<file path="config.mk">
export PLATFORM = sky130hd
export DESIGN_NAME = maze_cell_arbiter
export DESIGN_NICKNAME = d
export VERILOG_FILES = /design/src/rtl/maze_pkg.sv /design/src/rtl/maze_rr_arb2.sv /design/src/rtl/maze_cell_arbiter.sv
export SDC_FILE = /design/constraint.sdc
export NUM_CORES = 1
export LEC_CHECK = 0
export BUFFER_PORTS_ARGS = -buffer_cell sky130_fd_sc_hd__buf_2
export CAP_MARGIN = 5
export CORE_MARGIN = 2
export CORE_UTILIZATION = 30
export DETAILED_ROUTE_END_ITERATION = 7
export PLACE_DENSITY = 0.92
export SETUP_SLACK_MARGIN = 0.15
export SLEW_MARGIN = 25
export SYNTH_ARGS = -nofsm -noshare
export SYNTH_HDL_FRONTEND = slang
export SYNTH_SLANG_ARGS = --single-unit
</file>
<file path="constraint.sdc">
create_clock -name clk -period 2 [get_ports clk]
set_input_delay 0.1 -clock clk [delete_from_list [all_inputs] [get_ports clk]]
set_output_delay 0.1 -clock clk [all_outputs]
set_load 0.05 [all_outputs]
</file>
<file path="src/rtl/maze_pkg.sv">
// Shared definitions for the maze cell arbiter: cell codes, arbiter states and
// the row-major cell addressing helper.
package maze_pkg;

    localparam logic [1:0] CELL_OUT      = 2'b00;
    localparam logic [1:0] CELL_WALL     = 2'b01;
    localparam logic [1:0] CELL_FRONTIER = 2'b10;
    localparam logic [1:0] CELL_PATH     = 2'b11;

    localparam int MAZE_W_DEF = 64;
    localparam int MAZE_H_DEF = 64;

    typedef enum logic {
        ST_ARB,
        ST_CLEAR
    } arb_state_t;

    function automatic int xy_to_addr(input int x, input int y, input int w);
        return y * w + x;
    endfunction

endpackage

</file>
<file path="src/rtl/maze_rr_arb2.sv">
// Two-requester round-robin arbiter; the pointer names the requester that wins a tie
// and moves to the other requester after every grant.
module maze_rr_arb2 (
    input  logic clk,
    input  logic rst_n,
    input  logic en,
    input  logic req0,
    input  logic req1,
    output logic gnt0,
    output logic gnt1
);

    logic ptr;

    assign gnt0 = en & req0 & (~ptr | ~req1);
    assign gnt1 = en & req1 & (ptr | ~req0);

    always_ff @(posedge clk or negedge rst_n) begin
        if (!rst_n) begin
            ptr <= 1'b0;
        end else if (gnt0) begin
            ptr <= 1'b1;
        end else if (gnt1) begin
            ptr <= 1'b0;
        end
    end

endmodule

</file>
<file path="src/rtl/maze_cell_arbiter.sv">
// Shares the single-port maze cell RAM between display, carver and player clients.
// Define MAZE_ARB_CLEAR_EN to build the grid-clear engine.
module maze_cell_arbiter
    import maze_pkg::*;
#(
    parameter int MAZE_W = MAZE_W_DEF,
    parameter int MAZE_H = MAZE_H_DEF,
    parameter int X_W    = 6,
    parameter int Y_W    = 6,
    parameter int ADDR_W = 12
) (
    input  logic              clk,
    input  logic              rst_n,
    input  logic              disp_req,
    input  logic [X_W-1:0]    disp_x,
    input  logic [Y_W-1:0]    disp_y,
    output logic              disp_gnt,
    output logic              disp_rvalid,
    input  logic              carv_req,
    input  logic              carv_we,
    input  logic [X_W-1:0]    carv_x,
    input  logic [Y_W-1:0]    carv_y,
    input  logic [1:0]        carv_wdata,
    output logic              carv_gnt,
    output logic              carv_rvalid,
    input  logic              plyr_req,
    input  logic              plyr_we,
    input  logic [X_W-1:0]    plyr_x,
    input  logic [Y_W-1:0]    plyr_y,
    input  logic [1:0]        plyr_wdata,
    output logic              plyr_gnt,
    output logic              plyr_rvalid,
    output logic [1:0]        rdata,
    output logic              oob_err,
    output logic              mem_en,
    output logic              mem_we,
    output logic [ADDR_W-1:0] mem_addr,
    output logic [1:0]        mem_wdata,
    input  logic [1:0]        mem_rdata,
    input  logic              clear_start,
    output logic              clear_busy,
    output logic              clear_done
);

    logic              clr_busy_r;
    logic              clr_done_r;
    logic [ADDR_W-1:0] clr_cnt;
    logic              clr_wr;
    logic              rr_en;

    logic              sel_gnt;
    logic              sel_we;
    logic              sel_oob;
    logic [X_W-1:0]    sel_x;
    logic [Y_W-1:0]    sel_y;
    logic [1:0]        sel_wdata;

    logic              disp_rvld_p1;
    logic              carv_rvld_p1;
    logic              plyr_rvld_p1;
    logic              wall_p1;
    logic              oob_p1;

    // Grants are gated by rst_n so nothing leaks out while reset is held.
    assign disp_gnt = rst_n & disp_req;
    assign rr_en    = rst_n & ~disp_req & ~clr_busy_r;
    assign clr_wr   = rst_n & clr_busy_r & ~disp_req;

    maze_rr_arb2 u_rr (
        .clk   (clk),
        .rst_n (rst_n),
        .en    (rr_en),
        .req0  (carv_req),
        .req1  (plyr_req),
        .gnt0  (carv_gnt),
        .gnt1  (plyr_gnt)
    );

    always_comb begin
        sel_x     = '0;
        sel_y     = '0;
        sel_we    = 1'b0;
        sel_wdata = CELL_OUT;
        if (disp_gnt) begin
            sel_x = disp_x;
            sel_y = disp_y;
        end else if (carv_gnt) begin
            sel_x     = carv_x;
            sel_y     = carv_y;
            sel_we    = carv_we;
            sel_wdata = carv_wdata;
        end else if (plyr_gnt) begin
            sel_x     = plyr_x;
            sel_y     = plyr_y;
            sel_we    = plyr_we;
            sel_wdata = plyr_wdata;
        end
    end

    assign sel_gnt = disp_gnt | carv_gnt | plyr_gnt;
    assign sel_oob = (int'(sel_x) >= MAZE_W) || (int'(sel_y) >= MAZE_H);

    always_comb begin
        mem_en    = 1'b0;
        mem_we    = 1'b0;
        mem_addr  = '0;
        mem_wdata = CELL_OUT;
        if (clr_wr) begin
            mem_en   = 1'b1;
            mem_we   = 1'b1;
            mem_addr = clr_cnt;
        end else begin
            mem_en    = sel_gnt & ~sel_oob;
            mem_we    = sel_gnt & ~sel_oob & sel_we;
            mem_addr  = ADDR_W'(xy_to_addr(int'(sel_x), int'(sel_y), MAZE_W));
            mem_wdata = sel_wdata;
        end
    end

    // Stage p1: read-return qualifiers, one cycle after the grant.
    always_ff @(posedge clk or negedge rst_n) begin
        if (!rst_n) begin
            disp_rvld_p1 <= 1'b0;
            carv_rvld_p1 <= 1'b0;
            plyr_rvld_p1 <= 1'b0;
            wall_p1      <= 1'b0;
            oob_p1       <= 1'b0;
        end else begin
            disp_rvld_p1 <= disp_gnt;
            carv_rvld_p1 <= carv_gnt & ~carv_we;
            plyr_rvld_p1 <= plyr_gnt & ~plyr_we;
            wall_p1      <= sel_gnt & sel_oob & ~sel_we;
            oob_p1       <= sel_gnt & sel_oob;
        end
    end

    assign disp_rvalid = disp_rvld_p1;
    assign carv_rvalid = carv_rvld_p1;
    assign plyr_rvalid = plyr_rvld_p1;
    assign rdata       = wall_p1 ? CELL_WALL : mem_rdata;
    assign oob_err     = oob_p1;
    assign clear_busy  = clr_busy_r;
    assign clear_done  = clr_done_r;

`ifdef MAZE_ARB_CLEAR_EN
    arb_state_t state;

    always_ff @(posedge clk or negedge rst_n) begin
        if (!rst_n) begin
            state      <= ST_ARB;
            clr_cnt    <= '0;
            clr_busy_r <= 1'b0;
            clr_done_r <= 1'b0;
        end else begin
            clr_done_r <= 1'b0;
            case (state)
                ST_ARB: begin
                    if (clear_start) begin
                        state      <= ST_CLEAR;
                        clr_cnt    <= '0;
                        clr_busy_r <= 1'b1;
                    end
                end
                ST_CLEAR: begin
                    if (clr_wr) begin
                        if (clr_cnt == ADDR_W'(MAZE_W * MAZE_H - 1)) begin
                            state      <= ST_ARB;
                            clr_cnt    <= '0;
                            clr_busy_r <= 1'b0;
                            clr_done_r <= 1'b1;
                        end else begin
                            clr_cnt <= clr_cnt + ADDR_W'(1);
                        end
                    end
                end
                default: state <= ST_ARB;
            endcase
        end
    end
`else
    logic unused_clear_start;

    assign unused_clear_start = clear_start;
    assign clr_cnt            = '0;
    assign clr_busy_r         = 1'b0;
    assign clr_done_r         = 1'b0;
`endif

endmodule

</file>
# ---- Word level (Yosys, flattened, before mapping)
# Cells that the tools add are included.
dict set report word_totals {
  register_bits 4
  in_bits 50
  out_inout_bits 27
  word_cells 39
}
dict set report classes {
  addsub 1
  mux 14
  bitwise 19
  n_reduce_logical 1
}
# cell n
set op_table {}
lappend op_table {{6-bit two-way mux} 6}
lappend op_table {{12-bit by 6-bit adder with 12-bit output} 1}
lappend op_table {{1-bit bitwise AND} 9}
lappend op_table {{2-bit two-way mux} 3}
lappend op_table {{1-bit NOT} 6}
lappend op_table {{1-bit two-way mux} 5}
lappend op_table {{1-bit OR} 4}
lappend op_table {{2-bit nonzero test} 1}

# ---- Logic depth before layout (Yosys ltp)
# Gate-level depths: netlist (run 1).
dict set report logic_depth {
  word_depth 8
  ltp_mapped 5
  ltp_nobuf 3
}

# ---- By module
# Synthesis (run 1) repeated with hierarchy kept, for this count alone.
dict set report hier_totals {
  hier_cells 76
  hier_area_um2 598.1
}
# mod instances cells_per_inst area_each_um2 seq_area_each_um2
set by_module_without_submodules {}
lappend by_module_without_submodules {maze_cell_arbiter 1 68 536.8 75.1}
lappend by_module_without_submodules {maze_rr_arb2 1 8 61.3 25.0}

# ---- Least setup slack after synthesis (run 1)
# No wires, ideal clock.
dict set report synth_timing {
  kind {reg-to-output}
  startpoint {register u_rr.ptr}
  endpoint {output port mem_addr[10]}
  arrival_ns 1.511
  required_ns 1.900
  setup_slack_ns 0.389
  stages_incl_launch_ff 6
  path_buffers 2
  cell_sequence {dfrtp_1 > nand2b_1 > and3_1 > buf_6 > buf_8 > a221o_1}
}
dict set report synth_via {
  elab_chain_len 6
  elab_cells_between_ends 12
  classes_between {add/sub: 1; mux: 6; bitwise: 5}
}
# element line_no
set synth_lines {}
lappend synth_lines {{start: declaration} maze_rr_arb2.sv:13} ;# logic ptr;
lappend synth_lines {{start signal: assignment} maze_rr_arb2.sv:20} ;# ptr <= 1'b0;
lappend synth_lines {{start signal: assignment} maze_rr_arb2.sv:22} ;# ptr <= 1'b1;
lappend synth_lines {{start signal: assignment} maze_rr_arb2.sv:24} ;# ptr <= 1'b0;
lappend synth_lines {{1-bit OR *} maze_rr_arb2.sv:16} ;# assign gnt1 = en & req1 & (ptr | ~req0);
lappend synth_lines {{1-bit bitwise AND *} maze_rr_arb2.sv:16}
lappend synth_lines {{via plyr_gnt} maze_cell_arbiter.sv:31} ;# output logic plyr_gnt,
lappend synth_lines {{6-bit two-way mux} maze_cell_arbiter.sv:92} ;# end else if (plyr_gnt) begin
lappend synth_lines {{6-bit two-way mux} maze_cell_arbiter.sv:87} ;# end else if (carv_gnt) begin
lappend synth_lines {{6-bit two-way mux} maze_cell_arbiter.sv:84} ;# if (disp_gnt) begin
lappend synth_lines {{12-bit by 6-bit adder with 12-bit output *} maze_pkg.sv:19} ;# return y * w + x;
lappend synth_lines {{end: declaration} maze_cell_arbiter.sv:37} ;# output logic [ADDR_W-1:0] mem_addr,
# Mark *: on every way through the listed nets, which the timed path passes. The rest lies on a longest branch.

# ---- Worst setup path in the final report (run 1)
dict set report layout_timing {
  startpoint {register u_rr.ptr}
  endpoint {output port mem_addr[0]}
}
dict set report layout_via {
  elab_chain_len 6
  elab_cells_between_ends 9
  classes_between {add/sub: 1; mux: 3; bitwise: 5}
}
# element line_no
set layout_lines {}
lappend layout_lines {{1-bit OR / 1-bit NOT (equally long branches)} {maze_rr_arb2.sv:16, maze_rr_arb2.sv:15}}
lappend layout_lines {{1-bit bitwise AND / 1-bit OR (equally long branches)} {maze_rr_arb2.sv:16, maze_rr_arb2.sv:15}}
lappend layout_lines {{6-bit two-way mux / 1-bit bitwise AND (equally long branches)} {maze_cell_arbiter.sv:92, maze_rr_arb2.sv:15}}
lappend layout_lines {{6-bit two-way mux *} maze_cell_arbiter.sv:87}
lappend layout_lines {{6-bit two-way mux *} maze_cell_arbiter.sv:84}
lappend layout_lines {{12-bit by 6-bit adder with 12-bit output *} maze_pkg.sv:19}
# Every way passes the cells marked *; elsewhere a longest branch is shown, timed or not.

==> impl_results.rst, run 1 <==
.. list-table::
   :header-rows: 1

   * - Metric
     - Value
   * - Setup violation total in the final timing report
     - 0
   * - Fin crit share
     - 88.5%
   * - Number of DRC markers after the initial detailed-route iteration
     - 4
   * - Worst min path class
     - in2reg
   * - Core Util, Final
     - 56.2%
   * - Cells taking the most area after synthesis
     - sky130_fd_sc_hd__a221o_1 (25%), sky130_fd_sc_hd__dfrtp_1 (21%), sky130_fd_sc_hd__and3_1 (17%)
   * - Distinct cells, synth
     - 18
   * - Layout area overhead
     - 74.5%
   * - Fin. Hold Viols
     - 0
   * - Power per cell area
     - 546 nW/um^2
   * - Critical path arrival
     - 1.67 ns
   * - Clk_lat worst skew
     - 0.24 ns
   * - Area share of xor/xnor cells in the synthesized design
     - 0%
   * - Core region area
     - 1510 sq um
   * - Sequential-to-total area share from yosys stat
     - 20.6%
   * - Layout Cells excl Fill
     - 136
   * - DR DRC count
     - 0
   * - Setup tns final
     - 0 ns
   * - Post-layout net count
     - 172
   * - Maximum ir drop on the vdd rail
     - 265 uV
   * - Layout cell share with drive strength beyond 1
     - 62.5%
   * - Synth Register Bits
     - 4
   * - Simple-gate area share of the yosys netlist
     - 25.8%
   * - I/O pin total
     - 77
   * - GR Util All Layers
     - 16.2%
   * - Compound-gate portion of the synthesized area
     - 35.6%
   * - Initial antenna violation count
     - 0
   * - Leakage power
     - 0.539 nW
   * - Critical setup path kind
     - reg2out
   * - Deepest level of the CTS H-tree
     - 1
   * - Via count
     - 726
   * - Largest area contributor in the netlist
     - sky130_fd_sc_hd__a221o_1
   * - Fraction of synthesized cell area taken by the top area cell type
     - 24.7%
   * - Proportion of synthesized area in mux cells
     - 0%
   * - Post-CTS clock slew at the launch and capture registers of the worst setup and hold paths
     - 0.04 ns
   * - Maximum operating frequency
     - 0.565 GHz
   * - Vias in the first global route
     - 635
   * - Status
     - complete, no violations
   * - Setup repair after global routing missed its margin
     - no
   * - Horizontal extent of the die
     - 44.2 um
   * - Detailed Place HPWL
     - 1.34 mm
   * - Fraction of registers with async set/reset
     - 100%
   * - Total gr overflow
     - 0
   * - Cell count after placement
     - 131
   * - Count of clock tree sinks
     - 4
   * - Number of search-and-repair iterations in the first detailed-routing pass
     - 4
   * - Number of enable flip-flop cells after synthesis
     - 0
   * - Wire per inst
     - 12.3 um
   * - Clock buffers created by TritonCTS
     - 3
   * - Die Outline Area
     - 1960 sq um
   * - PortBufs
     - 68
   * - Clock root buffer
     - sky130_fd_sc_hd__clkbuf_4
   * - Predominant post-synthesis flop cell
     - sky130_fd_sc_hd__dfrtp_1
   * - Die height
     - 44.2 um
   * - Via density per instance
     - 5.34
   * - Placement Rows
     - 14
   * - Mean instance size in the synthesized netlist
     - 9.16 sq um
   * - Crit path launch type
     - register
   * - Combinational family with the most area after synthesis
     - compound AO/OA/AOI/OAI gates
   * - First-pass GRT wire length
     - 2.43 mm
   * - TritonCTS clock tree
     - done
   * - Pins over their slew limit
     - 0
   * - Top fanout value on the critical path
     - 17
   * - Clock period minus worst slack
     - 1.77 ns
   * - Commonest cells in the netlist
     - sky130_fd_sc_hd__and3_1 (13), sky130_fd_sc_hd__a221o_1 (12), sky130_fd_sc_hd__buf_4 (5)
   * - Largest net degree at the start of global routing
     - 18
   * - Gpl congestion
     - 0.724
   * - Effective utilization at floorplan
     - 32.2%
   * - ANT cells
     - 0
   * - Crit. End Element
     - output pin
   * - Synth Warn #
     - 0
   * - Maximum clock path buffer count
     - 2
   * - Synth Area in Adders
     - 0%
   * - Worst endpoint required time
     - 1.90 ns
   * - Max Cap Viol
     - 0
   * - Number of inserted filler cells in the final layout
     - 147
   * - Cell area after technology mapping
     - 485 sq um
   * - Most instantiated library cell after synthesis
     - sky130_fd_sc_hd__and3_1
   * - Total wirelength of the detailed-routed design
     - 1.68 mm
   * - Final antenna-violating net count
     - 0
   * - Gate count after technology mapping
     - 53
   * - Worst Skew
     - 0.00449 ns
[through the flow]
stage | setup slack, ns | hold WS (ns) | instance area [sq um] | power (mW)
after floorplan | 0.389 | -0.196 | 493 | 0.288
final | 0.231 | 0.0380 | 847 | 0.463
after global routing | 0.158 | 0.0448 | 847 | 0.488
after CTS | 0.180 | 0.0357 | 817 | 0.451
after global placement | 0.462 | -0.0115 | 785 | 0.342
after detailed placement | 0.439 | -0.00710 | 785 | 0.346
[registers in the layout (all words and copies together) (netlist names)]
signal,count
disp_rvalid,1
u_rr.ptr,1
plyr_rvalid,1
carv_rvalid,1
[path summary, 6_finish.rpt]
| kind | depth (start not counted) | slack, ns | end | from |
|---|---|---|---|---|
| min in group asynchronous | 2 | 0.41 | u_rr.ptr | rst_n |
| min reg2reg | 1 | 0.49 | u_rr.ptr | u_rr.ptr |
| max reg2reg | 4 | 0.86 | plyr_rvalid | u_rr.ptr |
| max in group asynchronous | 2 | 1.41 | plyr_rvalid | rst_n |
| max | 5 | 0.23 | mem_addr[0] | u_rr.ptr |
| min | 2 | 0.04 | carv_rvalid | carv_we |
[cell usage in the layout, fill, tap and decap left out, drive strengths merged]
cell / instances
a21boi: 1
a221o: 12
a22o: 3
a31oi: 1
and2: 1
and3: 13
and3b: 1
buf: 71
clkbuf: 3
conb: 3
dfrtp: 4
dlygate4sd3: 1
nand2b: 1
nor2: 1
nor2b: 3
o31a: 1
[metal layers]
metal / vias up / wire length [um] / track usage (%) / part of all wire, %
met5: - / 0 / 0 / 0
met4: 0 / 12 / 5.45 / 0.72
met3: 2 / 231 / 3.67 / 14
met2: 59 / 799 / 30.3 / 48
met1: 322 / 632 / 17.8 / 38
li1: 343 / - / - / -
[where the power goes]
group / leakage (nW) / switching [mW] / internal, mW
Clock: 0.0138 / 0.0329 / 0.0671
Sequential: 0.0516 / 0.00398 / 0.0885
Combinational: 0.474 / 0.172 / 0.0986
[kinds of logic after synthesis]
| kind of cell | count (synthesis) |
|---|---|
| AOI/OAI and AO/OA | 18 |
| buffers and inverters | 10 |
| DFF | 4 |
| other | 1 |
| and+or+nand+nor | 20 |
[worst max-delay path, cell delays in order (launching register included)]
cell and delay (ns):
sky130_fd_sc_hd__dfrtp_1 0.38, sky130_fd_sc_hd__nand2b_1 0.14, sky130_fd_sc_hd__and3_1 0.16, sky130_fd_sc_hd__buf_4 0.19
sky130_fd_sc_hd__a221o_1 0.35, sky130_fd_sc_hd__buf_2 0.21
[layout make-up]
type | count | area, sq um | area share (%)
Tap cell | 16 | 20.0 | 2.36
Timing Repair Buffer | 72 | 395 | 46.7
Clock buffer | 3 | 22.5 | 2.66
Sequential cell | 4 | 100 | 11.8
Multi-Input combinational cell | 41 | 309 | 36.5
[what timing repair did]
item	in CTS	in global routing
resized for setup	0	18
hold buffers	1	0
endpoints found under the setup margin	0	12
setup buffers	0	1
endpoints found under the hold margin	4	0
(Power assumes the default switching activity.)
==> inputs of run 2 (changes only) <==
RECOVER_POWER = 50   (was not set)
==> impl_results.rst, run 2 (synthesis gave the netlist of run 1 again) <==
.. list-table::
   :header-rows: 1

   * - Metric
     - Value
   * - Crit. End Element
     - output pin
   * - Maximum clock path buffer count
     - 2 (unchanged)
   * - Die Outline Area
     - 1960 sq um (unchanged)
   * - Sequential Power Share
     - 20.1% (about the same)
   * - Smallest hold slack
     - 0.0385 ns (+0.000442 ns)
   * - ANT cells
     - 0 (unchanged)
   * - Effective utilization at floorplan
     - 32.2% (unchanged)
   * - Deepest level of the CTS H-tree
     - 1 (unchanged)
   * - Detailed Place HPWL
     - 1.34 mm (unchanged)
   * - Clock buffers created by TritonCTS
     - 3 (unchanged)
   * - Layout area overhead
     - 72.7%
   * - Crit Reg-Reg Startpoint
     - u_rr.ptr
   * - Power per cell area
     - 551 nW/um^2 (+0.86%)
   * - Pins over their slew limit
     - 0 (unchanged)
   * - PortBufs
     - 68 (unchanged)
   * - Initial antenna violation count
     - 0 (unchanged)
   * - Maximum operating frequency
     - 0.563 GHz (-0.41%)
   * - Wire per inst
     - 12.5 um (+1.7%)
   * - Setup violation total in the final timing report
     - 0 (unchanged)
   * - Number of DRC markers after the initial detailed-route iteration
     - 3 (-1)
   * - Most common library cell in the layout ignoring fill and taps
     - sky130_fd_sc_hd__buf_2
   * - Worst-case headroom to the max-slew limit
     - 59.8%
   * - Post-CTS clock slew at the launch and capture registers of the worst setup and hold paths
     - 0.04 ns (about the same)
   * - Number of inserted filler cells in the final layout
     - 150 (+2.0%)
   * - Status
     - complete, no violations
   * - Setup repair after global routing missed its margin
     - no
   * - Final antenna-violating net count
     - 0 (unchanged)
   * - Top fanout value on the critical path
     - 17 (unchanged)
   * - Worst Skew
     - 0.00369 ns (-0.000806 ns)
   * - Post-layout net count
     - 172 (unchanged)
   * - GR Util All Layers
     - 16.2% (unchanged)
   * - Largest net degree at the start of global routing
     - 18 (unchanged)
   * - Gpl congestion
     - 0.724 (unchanged)
   * - Die height
     - 44.2 um (unchanged)
   * - Clock root buffer
     - sky130_fd_sc_hd__clkbuf_4
   * - Placement Rows
     - 14 (unchanged)
   * - Via density per instance
     - 5.32 (-0.28%)
   * - Layout Cells excl Fill
     - 136 (unchanged)
   * - Cell depth of the worst min-delay path
     - 2 (unchanged)
   * - Switching power
     - 0.209 mW (+0.50%)
   * - DR DRC count
     - 0 (unchanged)
   * - Maximum ir drop on the vdd rail
     - 265 uV (about the same)
   * - R2r worst-path depth
     - 4 (unchanged)
   * - Highest-count cells in the layout ignoring fill and taps
     - sky130_fd_sc_hd__buf_2 (52), sky130_fd_sc_hd__and3_1 (13), sky130_fd_sc_hd__a221o_1 (12), sky130_fd_sc_hd__buf_4 (12), sky130_fd_sc_hd__clkbuf_1 (7)
   * - Transition time of the tightest slew-check pin
     - 0.606 ns
   * - Comb power frac
     - 58.2% (-0.2 points)
   * - Fraction of power consumed by the clock network
     - 21.7% (about the same)
   * - Total gr overflow
     - 0 (unchanged)
   * - Critical setup path kind
     - reg2out
   * - Layout cell share with drive strength beyond 1
     - 56.7% (-5.8 points)
   * - Fraction of met3 tracks used by global routing
     - 3.67% (unchanged)
   * - Global-route track usage on met2
     - 30.3% (unchanged)
   * - Critical path arrival
     - 1.68 ns (about the same)
   * - Number of search-and-repair iterations in the first detailed-routing pass
     - 4 (unchanged)
   * - Gr busiest metal
     - met2
   * - Internal power summed over all cells
     - 0.252 mW (-0.73%)
   * - First-pass GRT wire length
     - 2.43 mm (unchanged)
   * - I/O pin total
     - 77 (unchanged)
   * - Fin crit share
     - 88.8% (+0.37 points)
   * - Setup tns final
     - 0 ns (unchanged)
   * - Worst endpoint required time
     - 1.90 ns (about the same)
   * - Count of clock tree sinks
     - 4 (unchanged)
   * - Horizontal extent of the die
     - 44.2 um (unchanged)
   * - Fin. Hold Viols
     - 0 (unchanged)
   * - Met1 GRT Util
     - 17.8% (unchanged)
   * - TritonCTS clock tree
     - done
   * - Core region area
     - 1510 sq um (unchanged)
   * - Cell count after placement
     - 131 (unchanged)
   * - Worst setup path start
     - u_rr.ptr
   * - Clk_lat worst skew
     - 0.24 ns (about the same)
   * - Max Cap Viol
     - 0 (unchanged)
   * - Vias in the first global route
     - 635 (unchanged)
   * - Crit path launch type
     - register
   * - Total wirelength of the detailed-routed design
     - 1.71 mm (+1.7%)
   * - Via count
     - 724 (-0.28%)
   * - Leakage power
     - 0.513 nW (-4.7%)
   * - Switching power share of the total
     - 45.4% (+0.31 points)
   * - Worst min path class
     - in2reg
   * - Startpoint of the tightest hold check path
     - carv_we
   * - Clock period minus worst slack
     - 1.78 ns (+0.00733 ns)
-- run 2: changes by cell type in the layout (fill, tap and decap cells not counted), sizes merged --
cell | before | now
buf | 71 | 64
clkbuf | 3 | 10
-- run 2: routing by layer --
metal	routed length (um)	vias to the layer above	share of wire [%]
li1	-	343	-
met1	635	317	37
met2	805	62	47
met3	251	2	15
met4	12	0	0.70
met5	0	-	0
-- run 2: worst max-delay path, cell delays in order, from the launching register on --
cell                       delay (ns)
sky130_fd_sc_hd__dfrtp_1         0.39
sky130_fd_sc_hd__nand2b_1        0.15
sky130_fd_sc_hd__and3_1          0.16
sky130_fd_sc_hd__buf_4           0.19
sky130_fd_sc_hd__a221o_1         0.35
sky130_fd_sc_hd__buf_2           0.21
-- run 2: final timing paths --
check	slack (ns)	to
max	0.22	mem_addr[0]
min	0.04	carv_rvalid
max reg2reg	0.86	plyr_rvalid
min reg2reg	0.49	u_rr.ptr
max in group asynchronous	1.18	plyr_rvalid
min in group asynchronous	0.65	u_rr.ptr
-- run 2: power by group through the flow --
stage | sequential, mW | combinational (mW) | clock, mW
after global placement | 0.0951 | 0.247 | 0
after detailed placement | 0.0951 | 0.251 | 0
after global routing | 0.0932 | 0.285 | 0.108
final | 0.0928 | 0.269 | 0.100
after CTS | 0.0943 | 0.253 | 0.104
after floorplan | 0.102 | 0.186 | 0
-- run 2: final cells by class --
class	count	area (sq um)	area share (%)
Sequential cell	4	100	11.9
Multi-Input combinational cell	41	309	36.9
Tap cell	16	20.0	2.39
Timing Repair Buffer	72	387	46.1
Clock buffer	3	22.5	2.69
-- run 2: repair_timing --
action | in CTS | in global routing
endpoints found under the setup margin | 0 | 12
hold buffers | 1 | 0
resized for setup | 0 | 18
endpoints found under the hold margin | 4 | 0
setup buffers | 0 | 1
-- run 2: metrics by stage --
stage               util [%]  instance area, sq um  worst slack, ns  total power [mW]
finish                  55.6                   838            0.224             0.462
global route            55.6                   838            0.157             0.486
CTS                     54.2                   817            0.180             0.451
detailed placement      52.1                   785            0.439             0.346
global placement        52.1                   785            0.462             0.342
floorplan                  -                   493            0.389             0.288
==> inputs of run 3 (changes only) <==
CORE_ASPECT_RATIO = 0.8   (was not set)
CORE_UTILIZATION = 25   (was 30)
CTS_CLUSTER_DIAMETER = 40   (was not set)
PLACE_DENSITY = 0.83   (was 0.92)
clock period = 1.57 ns   (was 2 ns; I/O delays follow)
==> impl_results.rst, run 3 (synthesis gave the netlist of run 1 again) <==
.. list-table::
   :header-rows: 1

   * - Metric
     - Value
   * - Status
     - complete, but fails checks
   * - Violated checks
     - setup timing
   * - Clock period minus worst slack
     - 1.64 ns
   * - Worst min path class
     - in2reg
   * - Max Cap Viol
     - 0 (unchanged)
   * - Post-CTS clock slew at the launch and capture registers of the worst setup and hold paths
     - 0.04 ns (about the same)
   * - Comb power frac
     - 64.0% (+5.8 points)
   * - First-pass GRT wire length
     - 3.43 mm (+41%)
   * - Initial antenna violation count
     - 0 (unchanged)
   * - Crit. End Element
     - output pin
   * - Worst endpoint required time
     - 1.49 ns (-0.41 ns)
   * - Maximum operating frequency
     - 0.608 GHz
   * - Most common library cell in the layout ignoring fill and taps
     - sky130_fd_sc_hd__buf_2
   * - Final antenna-violating net count
     - 0 (unchanged)
   * - Fin crit share
     - 105%
   * - Post-layout net count
     - 178 (+3.5%)
   * - Crit path launch type
     - register
   * - Gpl congestion
     - 0.704 (-2.7%)
   * - Core region area
     - 1860 sq um (+23%)
   * - TritonCTS clock tree
     - done
   * - Layout Cells excl Fill
     - 150 (+10%)
   * - Die Outline Area
     - 2310 sq um (+18%)
   * - Detailed Place HPWL
     - 1.60 mm (+19%)
   * - Via count
     - 729 (+0.69%)
   * - Worst-case headroom to the max-slew limit
     - 60.4% (+0.60 points)
   * - DR DRC count
     - 0 (unchanged)
   * - Number of DRC markers after the initial detailed-route iteration
     - 5 (+2)
   * - Transition time of the tightest slew-check pin
     - 0.597 ns (-0.00903 ns)
   * - GR Util All Layers
     - 19.8% (+3.6 points)
   * - Leakage power
     - 0.621 nW (+21%)
   * - R2r worst-path depth
     - 5 (+1)
   * - Setup violation total in the final timing report
     - 14 (+14)
   * - Clock buffers created by TritonCTS
     - 3 (unchanged)
   * - Switching power
     - 0.286 mW (+37%)
   * - Critical setup path kind
     - reg2out
   * - Horizontal extent of the die
     - 53.3 um (+20%)
   * - Effective utilization at floorplan
     - 26.1% (-6.1 points)
   * - Power per cell area
     - 617 nW/um^2 (+12%)
   * - ANT cells
     - 0 (unchanged)
   * - Sequential Power Share
     - 17.5% (-2.6 points)
   * - Fin. Hold Viols
     - 0 (unchanged)
   * - Via density per instance
     - 4.86 (-8.7%)
   * - Number of search-and-repair iterations in the first detailed-routing pass
     - 2 (-2)
   * - Deepest level of the CTS H-tree
     - 1 (unchanged)
   * - Fraction of power consumed by the clock network
     - 18.6% (-3.1 points)
   * - Vias in the first global route
     - 812 (+28%)
   * - Cell depth of the worst min-delay path
     - 2 (unchanged)
   * - Layout area overhead
     - 123%
   * - Pins over their slew limit
     - 0 (unchanged)
   * - Top fanout value on the critical path
     - 7 (-10)
   * - Layout cell share with drive strength beyond 1
     - 69.8% (+13 points)
   * - Die height
     - 43.4 um (-1.8%)
   * - Setup WS post-layout
     - -0.0745 ns (-0.298 ns)
   * - Setup repair after global routing missed its margin
     - yes
   * - Maximum clock path buffer count
     - 2 (unchanged)
   * - Placement Rows
     - 14 (unchanged)
   * - PortBufs
     - 68 (unchanged)
   * - I/O pin total
     - 77 (unchanged)
   * - Maximum ir drop on the vdd rail
     - 342 uV (+29%)
   * - Total wirelength of the detailed-routed design
     - 2.08 mm (+22%)
   * - Clock root buffer
     - sky130_fd_sc_hd__clkbuf_4
   * - Highest-count cells in the layout ignoring fill and taps
     - sky130_fd_sc_hd__buf_2 (50), sky130_fd_sc_hd__buf_6 (14), sky130_fd_sc_hd__and3_1 (12), sky130_fd_sc_hd__a221o_1 (7), sky130_fd_sc_hd__buf_4 (6)
   * - Switching power share of the total
     - 42.9% (-2.5 points)
   * - Total gr overflow
     - 0 (unchanged)
   * - Largest net degree at the start of global routing
     - 13 (-5)
   * - Critical path arrival
     - 1.57 ns (-0.11 ns)
   * - Smallest hold slack
     - 0.0285 ns (-0.00995 ns)
   * - Clk_lat worst skew
     - 0.23 ns (about the same)
   * - Count of clock tree sinks
     - 4 (unchanged)
   * - Internal power summed over all cells
     - 0.382 mW (+51%)
   * - Worst Skew
     - 0.00448 ns (+0.000796 ns)
   * - Cell count after placement
     - 144 (+9.9%)
   * - Wire per inst
     - 13.8 um (+10%)
   * - Core Util, Final
     - 58.4% (+2.7 points)
## run 3: cell count changes in the layout (fill, tap and decap cells not counted), sizes merged
| cell | change |
|---|---|
| clkbuf | -4 |
| buf | +10 |
## run 3: area by class of cell
cell class                 instances  area [sq um]
clock buffer                       3          22.5
timing repair buffer              78           534
multi-input combinational         41           397
sequential                         4           100
fill                             172           773
tap                               24          30.0
## run 3: final timing paths
kind | start | endpoint | slack, ns
setup / recovery | u_rr.ptr | mem_addr[6] | -0.07
max in group asynchronous | rst_n | carv_rvalid | 0.67
hold / removal | plyr_we | plyr_rvalid | 0.03
hold reg to reg | u_rr.ptr | u_rr.ptr | 0.60
min in group asynchronous | rst_n | disp_rvalid | 0.72
setup reg to reg | u_rr.ptr | plyr_rvalid | 0.41
## run 3: per-stage QoR
step	power (mW)	setup slack (ns)	setup TNS, ns	cell area, sq um
5_1_grt	0.707	-0.123	-1.38	1080
3_5_place_dp	0.477	0.0936	0	892
6_report	0.668	-0.0745	-0.577	1080
3_3_place_gp	0.469	0.103	0	892
4_1_cts	0.667	-0.0800	-0.676	1080
2_1_floorplan	0.385	0.0807	0	558
## run 3: routing by layer
metal  wire, um  vias up  global-route usage [%]  part of all wire (%)
met3        182        0                    3.10                   8.8
li1           -      357                       -                     -
met1        754      332                    22.2                    36
met5          0        -                       0                     0
met2       1140       40                    38.8                    55
met4          0        0                    4.10                     0
## run 3: repair_timing
item | 4_1_cts | 5_1_grt
pin swaps | 9 | 0
endpoints found under the hold margin | 4 | 0
resized for setup | 40 | 2
endpoints found under the setup margin | 16 | 16
buffers inserted | 2 | 0
hold buffers | 1 | 0
## run 3: power by group through the flow
stage               Sequential (mW)  Clock, mW  Combinational (mW)
detailed placement            0.117          0               0.359
CTS                           0.116      0.130               0.421
finish                        0.117      0.124               0.427
global route                  0.118      0.138               0.451
floorplan                     0.130          0               0.254
global placement              0.117          0               0.352
## run 3: critical path: stages, from the launching register on
cell	delay (ns)
sky130_fd_sc_hd__dfrtp_1	0.37
sky130_fd_sc_hd__nand2b_4	0.14
sky130_fd_sc_hd__and3_4	0.15
sky130_fd_sc_hd__buf_6	0.13
sky130_fd_sc_hd__a221o_4	0.39
sky130_fd_sc_hd__buf_8	0.15
